## src/rtl/fwd_hazard_unit_pkg.sv

```systemverilog
// Shared pipeline types: register index, forwarding select and the stage destination record.
// Types only; no timing or backpressure of its own.
package rv_pipe_pkg;

  localparam int RV_REG_AW = 5;

  typedef logic [RV_REG_AW-1:0] reg_idx_t;
  typedef logic [1:0]           fwd_sel_t;

  localparam fwd_sel_t FWD_RF    = 2'b00;
  localparam fwd_sel_t FWD_EXMEM = 2'b01;
  localparam fwd_sel_t FWD_MEMWB = 2'b10;

  typedef struct packed {
    logic     valid;
    reg_idx_t rd;
    logic     regwrite;
  } stage_dst_t;

  // A stage can supply rs only if it really writes a non-x0 register equal to rs.
  function automatic logic dst_hits(input stage_dst_t dst, input reg_idx_t rs);
    return dst.valid && dst.regwrite && (dst.rd != '0) && (dst.rd == rs);
  endfunction

endpackage

```

## src/rtl/fwd_hazard_unit_if.sv

```systemverilog
// ID-stage instruction fields and pipeline controls in; forwarding selects, stall and stall count out.
// master = pipeline control side, slave = hazard unit.
interface fwd_hazard_unit_if
  import rv_pipe_pkg::*;
#(
  parameter int REG_AW = RV_REG_AW,
  parameter int CNT_W  = 16
);

  logic              id_valid_i;
  logic [REG_AW-1:0] id_rs1_i;
  logic [REG_AW-1:0] id_rs2_i;
  logic              id_use_rs1_i;
  logic              id_use_rs2_i;
  logic [REG_AW-1:0] id_rd_i;
  logic              id_regwrite_i;
  logic              id_memread_i;
  logic              flush_i;
  logic              freeze_i;
  fwd_sel_t          fwd_a_o;
  fwd_sel_t          fwd_b_o;
  logic              stall_o;
  logic [CNT_W-1:0]  stall_cnt_o;

  modport master (
    output id_valid_i, id_rs1_i, id_rs2_i, id_use_rs1_i, id_use_rs2_i,
           id_rd_i, id_regwrite_i, id_memread_i, flush_i, freeze_i,
    input  fwd_a_o, fwd_b_o, stall_o, stall_cnt_o
  );

  modport slave (
    input  id_valid_i, id_rs1_i, id_rs2_i, id_use_rs1_i, id_use_rs2_i,
           id_rd_i, id_regwrite_i, id_memread_i, flush_i, freeze_i,
    output fwd_a_o, fwd_b_o, stall_o, stall_cnt_o
  );

endinterface

```

## src/rtl/fwd_hazard_unit_match.sv

```systemverilog
// Picks the forwarding source for one EX operand; EX/MEM beats MEM/WB, x0 never forwarded.
// Purely combinational, zero latency, no backpressure.
module fwd_match
  import rv_pipe_pkg::*;
(
  input  reg_idx_t   rs,
  input  logic       use_rs,
  input  stage_dst_t exmem,
  input  stage_dst_t memwb,
  output fwd_sel_t   sel
);

  always_comb begin
    sel = FWD_RF;
    if (use_rs) begin
      if (dst_hits(exmem, rs)) begin
        sel = FWD_EXMEM;
      end else if (dst_hits(memwb, rs)) begin
        sel = FWD_MEMWB;
      end
    end
  end

endmodule

```

## src/rtl/fwd_hazard_unit.sv

```systemverilog
// Forwarding/load-use hazard control from shadow ID/EX, EX/MEM, MEM/WB register-use state.
// Outputs combinational from state and ID inputs; freeze_i holds all state, flush_i kills ID.
module fwd_hazard_unit
  import rv_pipe_pkg::*;
#(
  parameter int REG_AW = RV_REG_AW,
  parameter int CNT_W  = 16
)(
  input  logic               clk_i,
  input  logic               rst_i,
  fwd_hazard_unit_if.slave   bus
);

  logic              idex_valid;
  logic [REG_AW-1:0] idex_rs1;
  logic [REG_AW-1:0] idex_rs2;
  logic              idex_use_rs1;
  logic              idex_use_rs2;
  logic [REG_AW-1:0] idex_rd;
  logic              idex_regwrite;
  logic              idex_memread;

  stage_dst_t        exmem;
  stage_dst_t        memwb;
  stage_dst_t        idex_dst;

  logic              load_hit;
  logic              stall;
  logic [CNT_W-1:0]  stall_cnt;

  assign idex_dst = '{valid: idex_valid, rd: reg_idx_t'(idex_rd), regwrite: idex_regwrite};

  fwd_match u_match_a (
    .rs     (reg_idx_t'(idex_rs1)),
    .use_rs (idex_valid && idex_use_rs1),
    .exmem  (exmem),
    .memwb  (memwb),
    .sel    (bus.fwd_a_o)
  );

  fwd_match u_match_b (
    .rs     (reg_idx_t'(idex_rs2)),
    .use_rs (idex_valid && idex_use_rs2),
    .exmem  (exmem),
    .memwb  (memwb),
    .sel    (bus.fwd_b_o)
  );

  // Load in EX whose result the ID instruction needs next cycle: one bubble covers it.
  assign load_hit = idex_valid && idex_memread && (idex_rd != '0) && bus.id_valid_i &&
                    ((bus.id_use_rs1_i && (bus.id_rs1_i == idex_rd)) ||
                     (bus.id_use_rs2_i && (bus.id_rs2_i == idex_rd)));
  assign stall    = load_hit && !bus.flush_i && !bus.freeze_i;

  assign bus.stall_o     = stall;
  assign bus.stall_cnt_o = stall_cnt;

  always_ff @(posedge clk_i or posedge rst_i) begin
    if (rst_i) begin
      idex_valid    <= 1'b0;
      idex_rs1      <= '0;
      idex_rs2      <= '0;
      idex_use_rs1  <= 1'b0;
      idex_use_rs2  <= 1'b0;
      idex_rd       <= '0;
      idex_regwrite <= 1'b0;
      idex_memread  <= 1'b0;
      exmem         <= '0;
      memwb         <= '0;
      stall_cnt     <= '0;
    end else if (!bus.freeze_i) begin
      memwb <= exmem;
      exmem <= idex_dst;
      if (bus.flush_i || stall) begin
        idex_valid    <= 1'b0;
        idex_rs1      <= '0;
        idex_rs2      <= '0;
        idex_use_rs1  <= 1'b0;
        idex_use_rs2  <= 1'b0;
        idex_rd       <= '0;
        idex_regwrite <= 1'b0;
        idex_memread  <= 1'b0;
      end else begin
        idex_valid    <= bus.id_valid_i;
        idex_rs1      <= bus.id_rs1_i;
        idex_rs2      <= bus.id_rs2_i;
        idex_use_rs1  <= bus.id_use_rs1_i;
        idex_use_rs2  <= bus.id_use_rs2_i;
        idex_rd       <= bus.id_rd_i;
        idex_regwrite <= bus.id_regwrite_i;
        idex_memread  <= bus.id_memread_i;
      end
      if (stall && !(&stall_cnt)) begin
        stall_cnt <= stall_cnt + CNT_W'(1);
      end
    end
  end

endmodule
```

## src/flat_wrapper.sv

```systemverilog
// flat-port wrapper written by rule: the top's interface ports become plain ports
module fwd_hazard_unit_flat import rv_pipe_pkg::*;
#(
  parameter int REG_AW = RV_REG_AW,
  parameter int CNT_W  = 16
)
  (clk_i, rst_i, bus_id_valid_i, bus_id_rs1_i, bus_id_rs2_i, bus_id_use_rs1_i, bus_id_use_rs2_i, bus_id_rd_i, bus_id_regwrite_i, bus_id_memread_i, bus_flush_i, bus_freeze_i, bus_fwd_a_o, bus_fwd_b_o, bus_stall_o, bus_stall_cnt_o);
  fwd_hazard_unit_if #(.REG_AW(REG_AW), .CNT_W(CNT_W)) bus_i ();
  input  logic clk_i;
  input  logic rst_i;
  input wire logic [$bits(bus_i.id_valid_i)-1:0] bus_id_valid_i;
  input wire logic [$bits(bus_i.id_rs1_i)-1:0] bus_id_rs1_i;
  input wire logic [$bits(bus_i.id_rs2_i)-1:0] bus_id_rs2_i;
  input wire logic [$bits(bus_i.id_use_rs1_i)-1:0] bus_id_use_rs1_i;
  input wire logic [$bits(bus_i.id_use_rs2_i)-1:0] bus_id_use_rs2_i;
  input wire logic [$bits(bus_i.id_rd_i)-1:0] bus_id_rd_i;
  input wire logic [$bits(bus_i.id_regwrite_i)-1:0] bus_id_regwrite_i;
  input wire logic [$bits(bus_i.id_memread_i)-1:0] bus_id_memread_i;
  input wire logic [$bits(bus_i.flush_i)-1:0] bus_flush_i;
  input wire logic [$bits(bus_i.freeze_i)-1:0] bus_freeze_i;
  output wire logic [$bits(bus_i.fwd_a_o)-1:0] bus_fwd_a_o;
  output wire logic [$bits(bus_i.fwd_b_o)-1:0] bus_fwd_b_o;
  output wire logic [$bits(bus_i.stall_o)-1:0] bus_stall_o;
  output wire logic [$bits(bus_i.stall_cnt_o)-1:0] bus_stall_cnt_o;
  assign bus_i.id_valid_i = bus_id_valid_i;
  assign bus_i.id_rs1_i = bus_id_rs1_i;
  assign bus_i.id_rs2_i = bus_id_rs2_i;
  assign bus_i.id_use_rs1_i = bus_id_use_rs1_i;
  assign bus_i.id_use_rs2_i = bus_id_use_rs2_i;
  assign bus_i.id_rd_i = bus_id_rd_i;
  assign bus_i.id_regwrite_i = bus_id_regwrite_i;
  assign bus_i.id_memread_i = bus_id_memread_i;
  assign bus_i.flush_i = bus_flush_i;
  assign bus_i.freeze_i = bus_freeze_i;
  assign bus_fwd_a_o = bus_i.fwd_a_o;
  assign bus_fwd_b_o = bus_i.fwd_b_o;
  assign bus_stall_o = bus_i.stall_o;
  assign bus_stall_cnt_o = bus_i.stall_cnt_o;
  fwd_hazard_unit #(.REG_AW(REG_AW), .CNT_W(CNT_W)) u_core (.clk_i(clk_i), .rst_i(rst_i), .bus(bus_i));
endmodule
```

## config.mk

```make
export PLATFORM = sky130hd
export DESIGN_NAME = fwd_hazard_unit_flat
export DESIGN_NICKNAME = d
export VERILOG_FILES = /design/src/rtl/fwd_hazard_unit_pkg.sv /design/src/rtl/fwd_hazard_unit_if.sv /design/src/rtl/fwd_hazard_unit_match.sv /design/src/rtl/fwd_hazard_unit.sv /design/src/flat_wrapper.sv
export SDC_FILE = /design/constraint.sdc
export NUM_CORES = 1
export LEC_CHECK = 0
export CAP_MARGIN = 20
export CORE_MARGIN = 8
export CORE_UTILIZATION = 55
export DETAILED_ROUTE_END_ITERATION = 16
export PLACE_DENSITY = 0.83
export REMOVE_ABC_BUFFERS = 1
export SETUP_SLACK_MARGIN = 0.2
export SKIP_CTS_REPAIR_TIMING = 1
export SLEW_MARGIN = 5
export SYNTH_ARGS = -nofsm -noshare
export SYNTH_HDL_FRONTEND = slang
export SYNTH_HIERARCHICAL = 1
export SYNTH_SLANG_ARGS = --single-unit
```

## constraint.sdc

```tcl
create_clock -name clk_i -period 3.7 [get_ports clk_i]
set_clock_uncertainty 0.05 [all_clocks]
set_input_delay 0.74 -clock clk_i [delete_from_list [all_inputs] [get_ports clk_i]]
set_output_delay 0.74 -clock clk_i [all_outputs]
set_load 0.05 [all_outputs]
```

==> impl_metrics.tcl <==
set metrics [dict create \
    synth-async-reset-ratio 1.00 \
    die_h_um 83.3 \
    period_minus_slack_ps 3170 \
    core_um2 4350 \
    reg2reg_depth 6 \
    grt_pass1_vias 1928 \
    synth_cell_types 33 \
    ir_drop_mv 0.246 \
    antenna_left 0 \
    synth.avg_cell_area_um2 11.5 \
    slew_headroom 0.490 \
    num_rows 24 \
    multi_input_area_um2 1160 \
    synthTopCellsByArea "dfrtp_1, xor2_1, mux2_2" \
    r2r_start "u_core/bus.stall_cnt_o[0]$_DFFE_PP0P_" \
    hold_viol 0 \
    regArea_um2 1250 \
    cts_made_buffers 5 \
    setup-violations-final 0 \
    drc 0 \
    n_antenna_cell 0 \
    syn_inst 217 \
    routedWlPerCell_um 18.0 \
    clockBufferDepth 2 \
    min_path_cells 1 \
    crit_arrival_ps 2380 \
    grt_max_degree 51 \
    cp-end-kind "output pin" \
    rr_endpoint "u_core/bus.stall_cnt_o[1]$_DFFE_PP0P_" \
    die_w_um 83.3 \
    pin_count 45 \
    hpwlAfterDp_mm 4.20 \
    synth_warnings 6 \
    start_util 0.572 \
    syn_area_um2 2490 \
    power_uw 1130 \
    worst-path-max-fanout 6 \
    drt-pass1-iter-count 4 \
    worstSetupStartpointType "register" \
    layout-drive-gt1-share 0.170 \
    cp.required_ps 2910 \
    final_cell_area_um2 3100 \
    cts.clk_slew.worst_paths_ps 90 \
    worstHoldStart "u_core/bus.stall_cnt_o[9]$_DFFE_PP0P_" \
    fin_setup_tns_ps 0 \
    synth_most_common_cell "dfrtp_1" \
    port_buffers 44 \
    grt_use_total 0.166 \
    p_leak_uw 0.00139 \
    antenna_found_initial 0 \
    rsz0062_at_grt "false" \
    place_area_um2 2980 \
    synth_largest_area_cell "dfrtp_1" \
    ys_ff_latch 50 \
    wirelength_mm 5.72 \
    power_density_nw_per_um2 365 \
    min_path_type "register to register" \
    ff2ff_setup_slack_ps 1040 \
    ys_seq_area_frac 0.502 \
    area_growth_pct 24.3 \
    yosysTopAreaCellShare 0.502 \
    slew_violations 0 \
    min_to "u_core/bus.stall_cnt_o[9]$_DFFE_PP0P_" \
    final_nets 289 \
    netlist_top_cells_count "dfrtp_1, xor2_1, mux2_2, xnor2_1, inv_1" \
    dr.first_iter.drc_count 100 \
    synthFlopType "dfrtp_1" \
    cts_tree "yes" \
    design.die.area_um2 6940 \
    routed_via_density 5.92 \
    synth_edf_count 0 \
    fin_crit_sh 0.857 \
    num_vias 1877 \
    clock_latency_ps 300 \
    root_buffer "clkbuf_8" \
    grt_first_pass_wirelength_mm 9.67 \
    cts_sinks 50 \
    num-fill-cells 324 \
    worstSetupPathType "register to output pin" \
    gr-total-overflow 0 \
    status "complete, no violations" \
    cap_violations 0 \
    globalplace.congestion 0.858 \
    fmax_ghz 0.315 \
    tightest_slew_ps 762 \
    cts.htree.levels 2 \
]
[cell type report]
class | instances | share of cell area
clock buffer | 6 | 0.0267
inverter | 13 | 0.0158
timing repair buffer | 46 | 0.154
clock inverter | 2 | 0.00404
tap | 52 | 0.0210
sequential | 50 | 0.404
multi-input combinational | 148 | 0.374
[sequential cells by signal, summed over array words and instances (netlist names), 5 cells and up]
signal,count
u_core/idex_rs1,5
u_core/idex_rs2,5
u_core/memwb,7
u_core/idex_rd,5
u_core/bus.stall_cnt_o,16
u_core/exmem,7
[worst max-delay path: stages (launching register included)]
cell and delay [ps]:
dfrtp_1 480, nor4_2 290, nor2_1 80, o2111ai_2 220, and4_1 210, clkdlybuf4s50_1 800
[power breakdown]
group	leakage, µW	switching (µW)	internal, µW
sequential	0.000661	52.6	582
clock	0.0000472	179	150
combinational	0.000677	68.8	94.8
[layout by cell type, fill, tap and decap left out, types with 2 or more instances in the layout]
master / Yosys / routed
nand4_1: 6 / 6
mux2_2: 15 / 15
clkbuf_8: 0 / 6
nand3_1: 11 / 11
and2_1: 2 / 2
and3_1: 2 / 2
inv_1: 13 / 12
nor3_1: 5 / 5
o21ai_0: 2 / 2
buf_12: 0 / 2
and4_1: 2 / 2
a21oi_1: 2 / 2
clkdlybuf4s50_1: 0 / 43
a222oi_1: 2 / 2
xnor2_1: 15 / 15
nor4_1: 9 / 9
nor2_1: 9 / 9
nand2_1: 9 / 9
a22o_2: 10 / 10
o2111ai_2: 2 / 2
xor2_1: 22 / 22
nor3_2: 2 / 2
nor4_2: 2 / 2
a22o_1: 9 / 9
o22ai_1: 3 / 3
dfrtp_1: 50 / 50
[metal layers]
layer / share of wire / wire length (µm) / GRT usage
met1: 0.45 / 2580 / 0.212
met2: 0.49 / 2810 / 0.265
met3: 0.046 / 263 / 0.0439
met4: 0.011 / 65 / 0.0559
met5: 0 / 0 / 0
[worst max-delay path by stage]
stage | endpoint | start | cells past startpoint | slack [ps]
CTS | bus_fwd_b_o[1] | u_core/exmem[3]$_DFFE_PP0N_ | 5 | 510
global placement | bus_stall_o | bus_id_rs1_i[3] | 6 | 820
floorplan | u_core/bus.stall_cnt_o[1]$_DFFE_PP0P_ | u_core/bus.stall_cnt_o[0]$_DFFE_PP0P_ | 6 | 1180
detailed placement | u_core/bus.stall_cnt_o[11]$_DFFE_PP0P_ | bus_id_rs1_i[1] | 7 | 770
global route | bus_fwd_b_o[1] | u_core/exmem[3]$_DFFE_PP0N_ | 5 | 410
finish | bus_fwd_b_o[1] | u_core/exmem[3]$_DFFE_PP0N_ | 5 | 530
[stage by stage]
| stage | setup WS [ps] | utilization | hold slack, ps | std cells |
|---|---|---|---|---|
| 2_1_floorplan | 1180 | - | 426 | 211 |
| 3_3_place_gp | 823 | 0.684 | 439 | 308 |
| 3_5_place_dp | 769 | 0.684 | 442 | 308 |
| 4_1_cts | 510 | 0.706 | 458 | 316 |
| 5_1_grt | 410 | 0.711 | 473 | 317 |
| 6_report | 528 | 0.711 | 458 | 317 |
[logic make-up (layout without fill, tap and decap cells)]
group	count (synthesis)	in the layout	synth area share
buffers and inverters	19	67	0.0331
flip-flops	50	50	0.502
XOR/XNOR	37	37	0.130
multiplexers	15	15	0.0678
AO/OA/AOI/OAI	32	32	0.113
adder cells (fa/ha/maj)	1	1	0.00502
AND/OR/NAND/NOR	63	63	0.149
Note: power is estimated with default switching activity, not from simulation.
